--- src/rtl/alu_pkg.sv ---
// Shared constants for the bit-sliced datapath ALU: operation codes and gate delay.
package alu_pkg;

    localparam logic [2:0] OP_PASS_B = 3'b000;
    localparam logic [2:0] OP_ADD    = 3'b010;
    localparam logic [2:0] OP_SUB    = 3'b011;
    localparam logic [2:0] OP_AND    = 3'b100;
    localparam logic [2:0] OP_OR     = 3'b101;
    localparam logic [2:0] OP_XOR    = 3'b110;

    // Nominal gate delay in ns; timing only, no effect on the logic.
    localparam real DELAY = 0.05;

endpackage

--- src/rtl/alu_bit_slice_if.sv ---
// Operand/opcode bundle for one ALU bit slice and its registered outputs.
interface alu_bit_slice_if;

    logic       a;
    logic       b;
    logic       cin;
    logic [2:0] op;
    logic       result;
    logic       cout;

    modport master (output a, b, cin, op, input result, cout);
    modport slave  (input a, b, cin, op, output result, cout);

endinterface

--- src/rtl/alu_bit_core.sv ---
// Combinational part of one ALU bit: operand inversion, full adder, logic gates, result mux.
module alu_bit_core
    import alu_pkg::*;
(
    input  logic       a,
    input  logic       b,
    input  logic       cin,
    input  logic [2:0] op,
    output logic       result,
    output logic       cout
);

    logic b_n;
    logic b_sel;
    logic sum;
    logic and_ab;
    logic or_ab;
    logic xor_ab;

    not g_bn (b_n, b);

    // op[0] inverts B so that op 011 subtracts via the chained carry.
    mux_2to1 u_bsel (.inputs({b_n, b}), .sel(op[0]), .out(b_sel));

    fulladder u_fa (
        .a         (a),
        .b         (b_sel),
        .carry_in  (cin),
        .sum       (sum),
        .carry_out (cout)
    );

    and g_and (and_ab, a, b);
    or  g_or  (or_ab,  a, b);
    xor g_xor (xor_ab, a, b);

    // Slot order matches the opcode: 0 pass-B, 2/3 adder, 4 AND, 5 OR, 6 XOR, 1/7 reserved.
    mux_8to1 u_sel (
        .inputs  ({1'b0, xor_ab, or_ab, and_ab, sum, sum, 1'b0, b}),
        .selects (op),
        .out     (result)
    );

endmodule

--- src/rtl/fulladder.sv ---
// Gate-level one-bit full adder.
module fulladder (
    input  logic a,
    input  logic b,
    input  logic carry_in,
    output logic sum,
    output logic carry_out
);

    logic prop;
    logic gen;
    logic prop_carry;

    xor g_prop (prop, a, b);
    xor g_sum  (sum, prop, carry_in);
    and g_gen  (gen, a, b);
    and g_pc   (prop_carry, carry_in, prop);
    or  g_cout (carry_out, gen, prop_carry);

endmodule

--- src/rtl/mux_2to1.sv ---
// Two-input multiplexer; sel picks inputs[1] when high.
module mux_2to1 (
    input  logic [1:0] inputs,
    input  logic       sel,
    output logic       out
);

    assign out = sel ? inputs[1] : inputs[0];

endmodule

--- src/rtl/mux_8to1.sv ---
// Eight-input multiplexer built as a three-level tree of 2:1 muxes.
module mux_8to1 (
    input  logic [7:0] inputs,
    input  logic [2:0] selects,
    output logic       out
);

    logic [3:0] level0;
    logic [1:0] level1;

    // Each level consumes one select bit, LSB first.
    mux_2to1 u_l0_0 (.inputs(inputs[1:0]), .sel(selects[0]), .out(level0[0]));
    mux_2to1 u_l0_1 (.inputs(inputs[3:2]), .sel(selects[0]), .out(level0[1]));
    mux_2to1 u_l0_2 (.inputs(inputs[5:4]), .sel(selects[0]), .out(level0[2]));
    mux_2to1 u_l0_3 (.inputs(inputs[7:6]), .sel(selects[0]), .out(level0[3]));

    mux_2to1 u_l1_0 (.inputs(level0[1:0]), .sel(selects[1]), .out(level1[0]));
    mux_2to1 u_l1_1 (.inputs(level0[3:2]), .sel(selects[1]), .out(level1[1]));

    mux_2to1 u_l2   (.inputs(level1),      .sel(selects[2]), .out(out));

endmodule

--- src/rtl/alu_bit_slice.sv ---
// One registered ALU bit slice: combinational core followed by result/carry flops.
module alu_bit_slice
    import alu_pkg::*;
(
    input  logic              clk,
    input  logic              rst_n,
    alu_bit_slice_if.slave    bus
);

    logic result_d;
    logic cout_d;

    alu_bit_core u_core (
        .a      (bus.a),
        .b      (bus.b),
        .cin    (bus.cin),
        .op     (bus.op),
        .result (result_d),
        .cout   (cout_d)
    );

    // NOTE: non-blocking assignments keep every flop sampling pre-edge values; the
    // asynchronous reset sits in the sensitivity list so it acts without a clock.
    always_ff @(posedge clk or negedge rst_n) begin
        if (!rst_n) begin
            bus.result <= 1'b0;
            bus.cout   <= 1'b0;
        end else begin
            bus.result <= result_d;
            bus.cout   <= cout_d;
        end
    end

endmodule

--- src/flat_wrapper.sv ---
// flat-port wrapper written by rule: the top's interface ports become plain ports
module alu_bit_slice_flat import alu_pkg::*;
  (clk, rst_n, bus_a, bus_b, bus_cin, bus_op, bus_result, bus_cout);
  alu_bit_slice_if bus_i ();
  input  logic clk;
  input  logic rst_n;
  input wire logic [$bits(bus_i.a)-1:0] bus_a;
  input wire logic [$bits(bus_i.b)-1:0] bus_b;
  input wire logic [$bits(bus_i.cin)-1:0] bus_cin;
  input wire logic [$bits(bus_i.op)-1:0] bus_op;
  output wire logic [$bits(bus_i.result)-1:0] bus_result;
  output wire logic [$bits(bus_i.cout)-1:0] bus_cout;
  assign bus_i.a = bus_a;
  assign bus_i.b = bus_b;
  assign bus_i.cin = bus_cin;
  assign bus_i.op = bus_op;
  assign bus_result = bus_i.result;
  assign bus_cout = bus_i.cout;
  alu_bit_slice u_core (.clk(clk), .rst_n(rst_n), .bus(bus_i));
endmodule
--- config.mk ---
export PLATFORM = sky130hd
export DESIGN_NAME = alu_bit_slice_flat
export DESIGN_NICKNAME = d
export VERILOG_FILES = /design/src/rtl/alu_pkg.sv /design/src/rtl/alu_bit_slice_if.sv /design/src/rtl/alu_bit_core.sv /design/src/rtl/fulladder.sv /design/src/rtl/mux_2to1.sv /design/src/rtl/mux_8to1.sv /design/src/rtl/alu_bit_slice.sv /design/src/flat_wrapper.sv
export SDC_FILE = /design/constraint.sdc
export NUM_CORES = 1
export LEC_CHECK = 0
export ABC_CLOCK_PERIOD_IN_PS = 800
export BUFFER_PORTS_ARGS = -buffer_cell sky130_fd_sc_hd__buf_2
export CAP_MARGIN = 20
export CORE_AREA = 5 5 42 44
export DETAILED_ROUTE_END_ITERATION = 10
export DIE_AREA = 0 0 47 49
export HOLD_SLACK_MARGIN = 0.06
export PLACE_DENSITY_LB_ADDON = 0.15
export RECOVER_POWER = 25
export SLEW_MARGIN = 20
export SYNTH_ARGS = -nofsm -noshare
export SYNTH_HDL_FRONTEND = slang
export SYNTH_HIERARCHICAL = 1
export SYNTH_SLANG_ARGS = --single-unit
--- constraint.sdc ---
create_clock -name clk -period 0.8 [get_ports clk]
set_input_delay 0.08 -clock clk [delete_from_list [all_inputs] [get_ports clk]]
set_output_delay 0.08 -clock clk [all_outputs]
set_load 0.02 [all_outputs]
==> results of run 1 <==
==> final cells by class <==
class / count / area (sq um)
repair buffers: 15 / 116
clock buffers: 3 / 22.5
fillers: 166 / 1010
inverters: 3 / 11.3
multi-input cells: 13 / 175
well taps: 16 / 20.0
flip-flops and latches: 2 / 50.0
==> synthesized netlist by cell type <==
library cell | n | area, sq um
sky130_fd_sc_hd__fa_1 | 1 | 20.0
sky130_fd_sc_hd__conb_1 | 1 | 3.75
sky130_fd_sc_hd__dfrtp_1 | 2 | 50.1
sky130_fd_sc_hd__inv_1 | 3 | 11.3
sky130_fd_sc_hd__ha_1 | 2 | 25.0
sky130_fd_sc_hd__mux2_4 | 8 | 120
==> cell families (layout without fill, tap and decap cells) <==
group	Yosys count	after routing	share of synthesized area, %
other cells	1	2	1.63
buf+inv	3	21	4.89
flops	2	2	21.7
fa+ha+maj	3	3	19.6
mux	8	8	52.2
==> worst max-delay path by stage <==
stage	from	depth (start not counted)	slack [ns]	to
3_3_place_gp	bus_b	7	-1.05	u_core/bus.result
4_1_cts	bus_op[0]	6	-0.80	u_core/bus.result
3_5_place_dp	bus_b	7	-1.06	u_core/bus.result
6_report	bus_op[0]	6	-0.77	u_core/bus.result
5_1_grt	bus_op[0]	6	-0.79	u_core/bus.result
2_1_floorplan	bus_op[0]	5	-0.87	u_core/bus.result
==> repair_timing <==
item                       4_1_cts  5_1_grt
gates resized for setup          8        0
hold buffers                     1        0
pin swaps                        1        1
setup endpoints to repair        3        3
hold endpoints to repair         2        0
==> critical path, cell delays in order <==
cell and delay [ns]:
sky130_fd_sc_hd__buf_6 0.09, sky130_fd_sc_hd__mux2_4 0.29, sky130_fd_sc_hd__fa_2 0.42, sky130_fd_sc_hd__mux2_4 0.27, sky130_fd_sc_hd__mux2_4 0.25, sky130_fd_sc_hd__mux2_4 0.27
==> power by group through the flow <==
stage	combinational [mW]	sequential, mW	clock (mW)
global route	0.235	0.121	0.261
floorplan	0.100	0.136	0
finish	0.214	0.120	0.222
CTS	0.219	0.120	0.239
global placement	0.193	0.118	0
detailed placement	0.194	0.118	0
==> stage by stage <==
stage                     util [%]  TNS (ns)  area, sq um  total power [mW]
after global routing          28.2    -0.830          395             0.616
final                         28.2    -0.774          395             0.557
after floorplan                  -    -0.874          236             0.237
after detailed placement      24.2     -1.22          339             0.312
after global placement        24.2     -1.21          339             0.311
after CTS                     28.3    -0.810          397             0.578
==> registers in the layout (all words and copies together), names as in the netlist <==
register	flops
u_core/bus.cout	1
u_core/bus.result	1
==> routing by layer <==
metal  GRT usage [%]  vias up  share of wire, %
li1                -       92                 -
met1            4.61       76                37
met2            6.33        7                53
met3            3.32        0                10
met4            4.15        0                 0
met5               0        -                 0
==> results.txt, run 1 <==
The tools report the number of antenna violations at the first check in global routing as 0. The placeable core area is 0.00140 sq mm, and the layout cell share with drive strength beyond 1 is 72.2%. Critical path class: in2reg. The run gives 1 as the number of endpoints failing setup at the final stage.

The worst hold path passes through 2 cells. Internal power component: 424 uW. The total instance count after detailed placement came out at 48. Measured along the x axis, the die boundary spans 47 um.

Setup repair after global routing could not meet its margin everywhere. The number of warning messages in the yosys log is 6, and the number of placement rows is 14. The maximum ir drop on the vdd rail is 0.391 mV, and the part of the total power dissipated in sequential elements is 21.6%. The buffers inserted during post-CTS setup optimization was 0.

The combined global-route utilization of all metal layers was 4.71%. Across all hold checks on the routed design, the worst slack comes to 0.121 ns. Synthesis inferred 2 register bits. Entering global routing, the biggest net connects 5 pins. The largest driver fanout on the critical path was 2; the post-layout worst setup margin was -0.774 ns. The clock network accounts for 39.9% of the total power. The portion of the post-synthesis area used by sequential elements came out at 21.7%.

The first TritonRoute pass finished after 2 iterations. Of the total power, the share spent switching nets is 23.9%. The tools report the final non-filler cell total as 52.

Worst min-delay path class: in2reg. For the antenna diode count, the log shows 0. The category of the worst setup path capture point was a flip-flop. The logs give 3 for the detailed router's first-iteration violation count and 1 for the H-tree level count. Leaving out fill and tap cells, the most frequent cells in the layout are sky130_fd_sc_hd__mux2_4, sky130_fd_sc_hd__buf_4, sky130_fd_sc_hd__buf_2, sky130_fd_sc_hd__buf_6, sky130_fd_sc_hd__clkbuf_4. Leaving out fill and tap cells, the most frequent cell in the layout is sky130_fd_sc_hd__mux2_4.

Summed over all nets, the switching power comes to 133 uW. The worst hold endpoint was u_core/bus.result. For the total length of routed wires, the log shows 408 um. The tools report the start point of the worst min-delay path as bus_op[2].

No sink is reached through more buffers than the 2 on the longest clock path. The logs give 38.5% for the part of the total power dissipated in combinational logic and 0.635 GHz for the maximum clock frequency. Global routing finished with a remaining overflow of 0. The number of buffers created by CTS came out at 3. The tree is rooted in a sky130_fd_sc_hd__clkbuf_4. TritonCTS built the clock tree.

The run gives 0 as the number of slew-limit violations in the final report. After detailed routing, the number of vias per cell comes to 3.37. The sink count of the clock tree came out at 2. The checks that failed: negative setup slack. The number of different library cells used by synthesis comes to 6.

The instance count of the mapped netlist is 17. The number of top-level pins came out at 10. The tools report the synthesized cell area as 230 sq um.

STA classifies the critical path startpoint as an input port. The via count of the first global-routing pass came out at 184. The number of vias in the routed layout was 175; the average footprint of a synthesized cell was 13.5 sq um. The analysis attributes to cell leakage a power of 0.213 nW. For the final-report hold violation count, the log shows 0. After detailed routing, the average wire length per cell comes to 7.85 um. The die covers 0.00230 sq mm. STA puts the critical path data arrival time at 1.68 ns. The starting utilization of the core area was 16.4%; the placement-stage worst setup slack was -1.06 ns. The die is 49 um tall. In the final design database the tool counted 49 nets. The run gives 724 um as the global-route wire length before repair. After detailed routing, the number of remaining DRC violations is 0. The period utilization is 197%, and the post-detailed-route count of antenna-violating nets is 0. Routability-driven placement finished with a final weighted congestion of 0.686. STA puts the critical path data required time at 0.90 ns.

The time the final worst path needs with I/O delays and setup came out at 1.57 ns. The flow ran to the end, but the final reports show violations. The power density over cell area is 1410 mW/mm^2, and the CTS clock-pin slew for the worst setup and hold paths is 0.03 ns.

Compared with the post-synthesis result, the final layout area differs by 71.7%. The quantity of I/O buffers inserted on ports is 9, and the number of maximum-capacitance violations is 0.
No activity file was read; power rests on OpenSTA's default activity.
==> run 2, diff against run 1 <==
--- a/config.mk
+++ b/config.mk
@@ -13,7 +13,6 @@
 export DIE_AREA = 0 0 47 49
 export HOLD_SLACK_MARGIN = 0.06
 export PLACE_DENSITY_LB_ADDON = 0.15
-export RECOVER_POWER = 25
 export SLEW_MARGIN = 20
 export SYNTH_ARGS = -nofsm -noshare
 export SYNTH_HDL_FRONTEND = slang
==> run 2 against run 1 <==
Sequential power barely moved. Global-route usage did not move. Die area did not move. Clock power barely moved. Fmax did not move. First-iteration DRC count did not move. Critical endpoint unchanged. Core utilization rose by 0.089 points. Worst setup slack did not move. The run still ends with negative setup slack left. Flip-flop and latch count did not move. Design area rose by 0.32%. Critical path type unchanged. Highest routed layer unchanged.
==> results.txt, run 2 (synthesis results as in run 1) <==
The run finished, with violations left. The checks that failed: negative setup slack. The CTS clock-pin slew for the worst setup and hold paths was 0.03 ns (about the same).

Launching element type of the critical path: an input port. The area enclosed by the die boundary was 0.00230 sq mm (unchanged). The tools report the worst path arrival time as 1.68 ns (about the same). The final-report hold violation count was 0 (unchanged). TritonCTS built the clock tree. The number of buffers created by CTS came out at 3 (unchanged). For the number of slew-limit violations in the final report, the log shows 0 (unchanged).

The area overhead of the layout relative to synthesis works out to 72.3%. The run gives 0 (unchanged) as the post-detailed-route count of antenna-violating nets. The routability congestion estimate is 0.686 (unchanged), and the number of maximum-capacitance violations is 0 (unchanged). The number of antenna violations at the first check in global routing was 0 (unchanged); the number of endpoints failing setup at the final stage was 1 (unchanged).

The total length of routed wires is 410 um (+0.49%), and the power density over cell area is 1400 mW/mm^2 (-0.20%). The time the final worst path needs with I/O delays and setup was 1.57 ns (unchanged); the quantity of I/O buffers inserted on ports was 9 (unchanged). The logs give 5 (unchanged) for the maximum number of pins on one net before global-route repair and 0.635 GHz (unchanged) for the maximum clock frequency. The remaining design rule violation count was 0 (unchanged). The tools report the final non-filler cell total as 52 (unchanged). The H-tree level count is 1 (unchanged), and the data required time at the worst endpoint is 0.90 ns (about the same). X dimension of the die: 47 um (unchanged). The number of top-level pins was 10 (unchanged). In this run the worst setup path begins at bus_op[0]. The combined global-route utilization of all metal layers was 4.71% (unchanged); the number of placement rows was 14 (unchanged). Critical path class: in2reg. The post-layout worst setup margin was -0.774 ns (unchanged).

STA classifies the critical path endpoint as a flip-flop. The run gives 724 um (unchanged) as the global-route wire length before repair. The largest driver fanout on the critical path came out at 2 (unchanged).

Root buffer cell: sky130_fd_sc_hd__clkbuf_4. The tools report the detailed-routing iteration count for the pre-antenna-repair pass as 2 (unchanged). The start point of the worst min-delay path was bus_op[2]. Placeable core area: 0.00140 sq mm (unchanged). The average detailed-routed wire length per instance came out at 7.88 um (+0.49%).

For the count of filler cells inserted in the layout, the log shows 165 (-0.60%). The largest registers in the layout are u_core/bus.cout (1), u_core/bus.result (1). The run gives 49 (unchanged) as the count of nets after finishing. Setup repair after global routing could not meet its margin everywhere. The number of vias in the routed layout came out at 175 (unchanged).

The tools report the deepest clock path buffer count as 2 (unchanged). The library cells used most frequently in the layout, excluding fill and tap cells, are sky130_fd_sc_hd__mux2_4, sky130_fd_sc_hd__buf_2, sky130_fd_sc_hd__buf_4. The tightest min-delay check is of the in2reg type. The antenna diode count is 0 (unchanged). In this run the worst setup path terminates at u_core/bus.result. Via count of the first global-routing pass: 184 (unchanged).

The height of the chip was 49 um (unchanged). The sink count of the clock tree is 2 (unchanged). The area of combinational cells with multiple inputs came out at 175 sq um (unchanged). The tools report the total grt overflow as 0 (unchanged).

Final hold slack: 0.121 ns (unchanged). Leaving out fill and tap cells, the most frequent cell in the layout is sky130_fd_sc_hd__mux2_4. Layout cell share with drive strength beyond 1: 75.0% (+2.8 points). The count of cells along the worst hold path is 2 (unchanged), and the area used by sequential logic in the layout is 50.0 sq um (unchanged). The logs give 0.391 mV (about the same) for the maximum ir drop on the vdd rail and 48 (unchanged) for the total instance count after detailed placement. The logs give 16.4% (unchanged) for the starting utilization of the core area and 0.216 nW (+1.3%) for the leakage power. The detailed router's first-iteration violation count is 3 (unchanged), and the period utilization is 197% (unchanged). Via density per instance: 3.37 (unchanged).
[run 2: where the power goes]
| part | switching, mW | internal [mW] |
|---|---|---|
| clock | 0.0569 | 0.165 |
| sequential | 0.00528 | 0.115 |
| combinational | 0.0708 | 0.144 |
| total | 0.133 | 0.424 |
[run 2: worst min path at each step]
stage	endpoint	slack (ns)
floorplan	u_core/bus.cout	-0.22
global placement	u_core/bus.result	-0.14
detailed placement	u_core/bus.result	-0.13
CTS	u_core/bus.result	0.11
global route	u_core/bus.result	0.12
finish	u_core/bus.result	0.12
[run 2: layer usage]
| layer | GRT usage [%] | share of wire [%] |
|---|---|---|
| met1 | 4.61 | 37 |
| met2 | 6.33 | 53 |
| met3 | 3.32 | 10 |
| met4 | 4.15 | 0 |
| met5 | 0 | 0 |
[run 2: final cells by class]
cell class	count	area share, %
Clock buffer	3	5.68
Inverter	3	2.84
Timing Repair Buffer	15	29.7
Sequential cell	2	12.6
Tap cell	16	5.05
Multi-Input combinational cell	13	44.2
[run 2: through the flow]
| step | util, % | TNS [ns] | worst slack, ns | total power [mW] | instance area (sq um) |
|---|---|---|---|---|---|
| 2_1_floorplan | - | -0.874 | -0.871 | 0.237 | 236 |
| 3_3_place_gp | 24.2 | -1.21 | -1.05 | 0.311 | 339 |
| 3_5_place_dp | 24.2 | -1.22 | -1.06 | 0.312 | 339 |
| 4_1_cts | 28.3 | -0.810 | -0.805 | 0.578 | 397 |
| 5_1_grt | 28.3 | -0.830 | -0.791 | 0.617 | 397 |
| 6_report | 28.3 | -0.774 | -0.774 | 0.557 | 397 |
[run 2: what timing repair did]
action / 4_1_cts / 5_1_grt
hold buffers: 1 / 0
pin swaps: 1 / 1
setup endpoints to repair: 3 / 3
gates resized for setup: 8 / 0
buffers inserted: 0 / 0
hold endpoints to repair: 2 / 0
[run 2: worst max-delay path, cell delays in order]
cell	delay [ns]
sky130_fd_sc_hd__buf_6	0.09
sky130_fd_sc_hd__mux2_4	0.29
sky130_fd_sc_hd__fa_2	0.42
sky130_fd_sc_hd__mux2_4	0.27
sky130_fd_sc_hd__mux2_4	0.25
sky130_fd_sc_hd__mux2_4	0.27
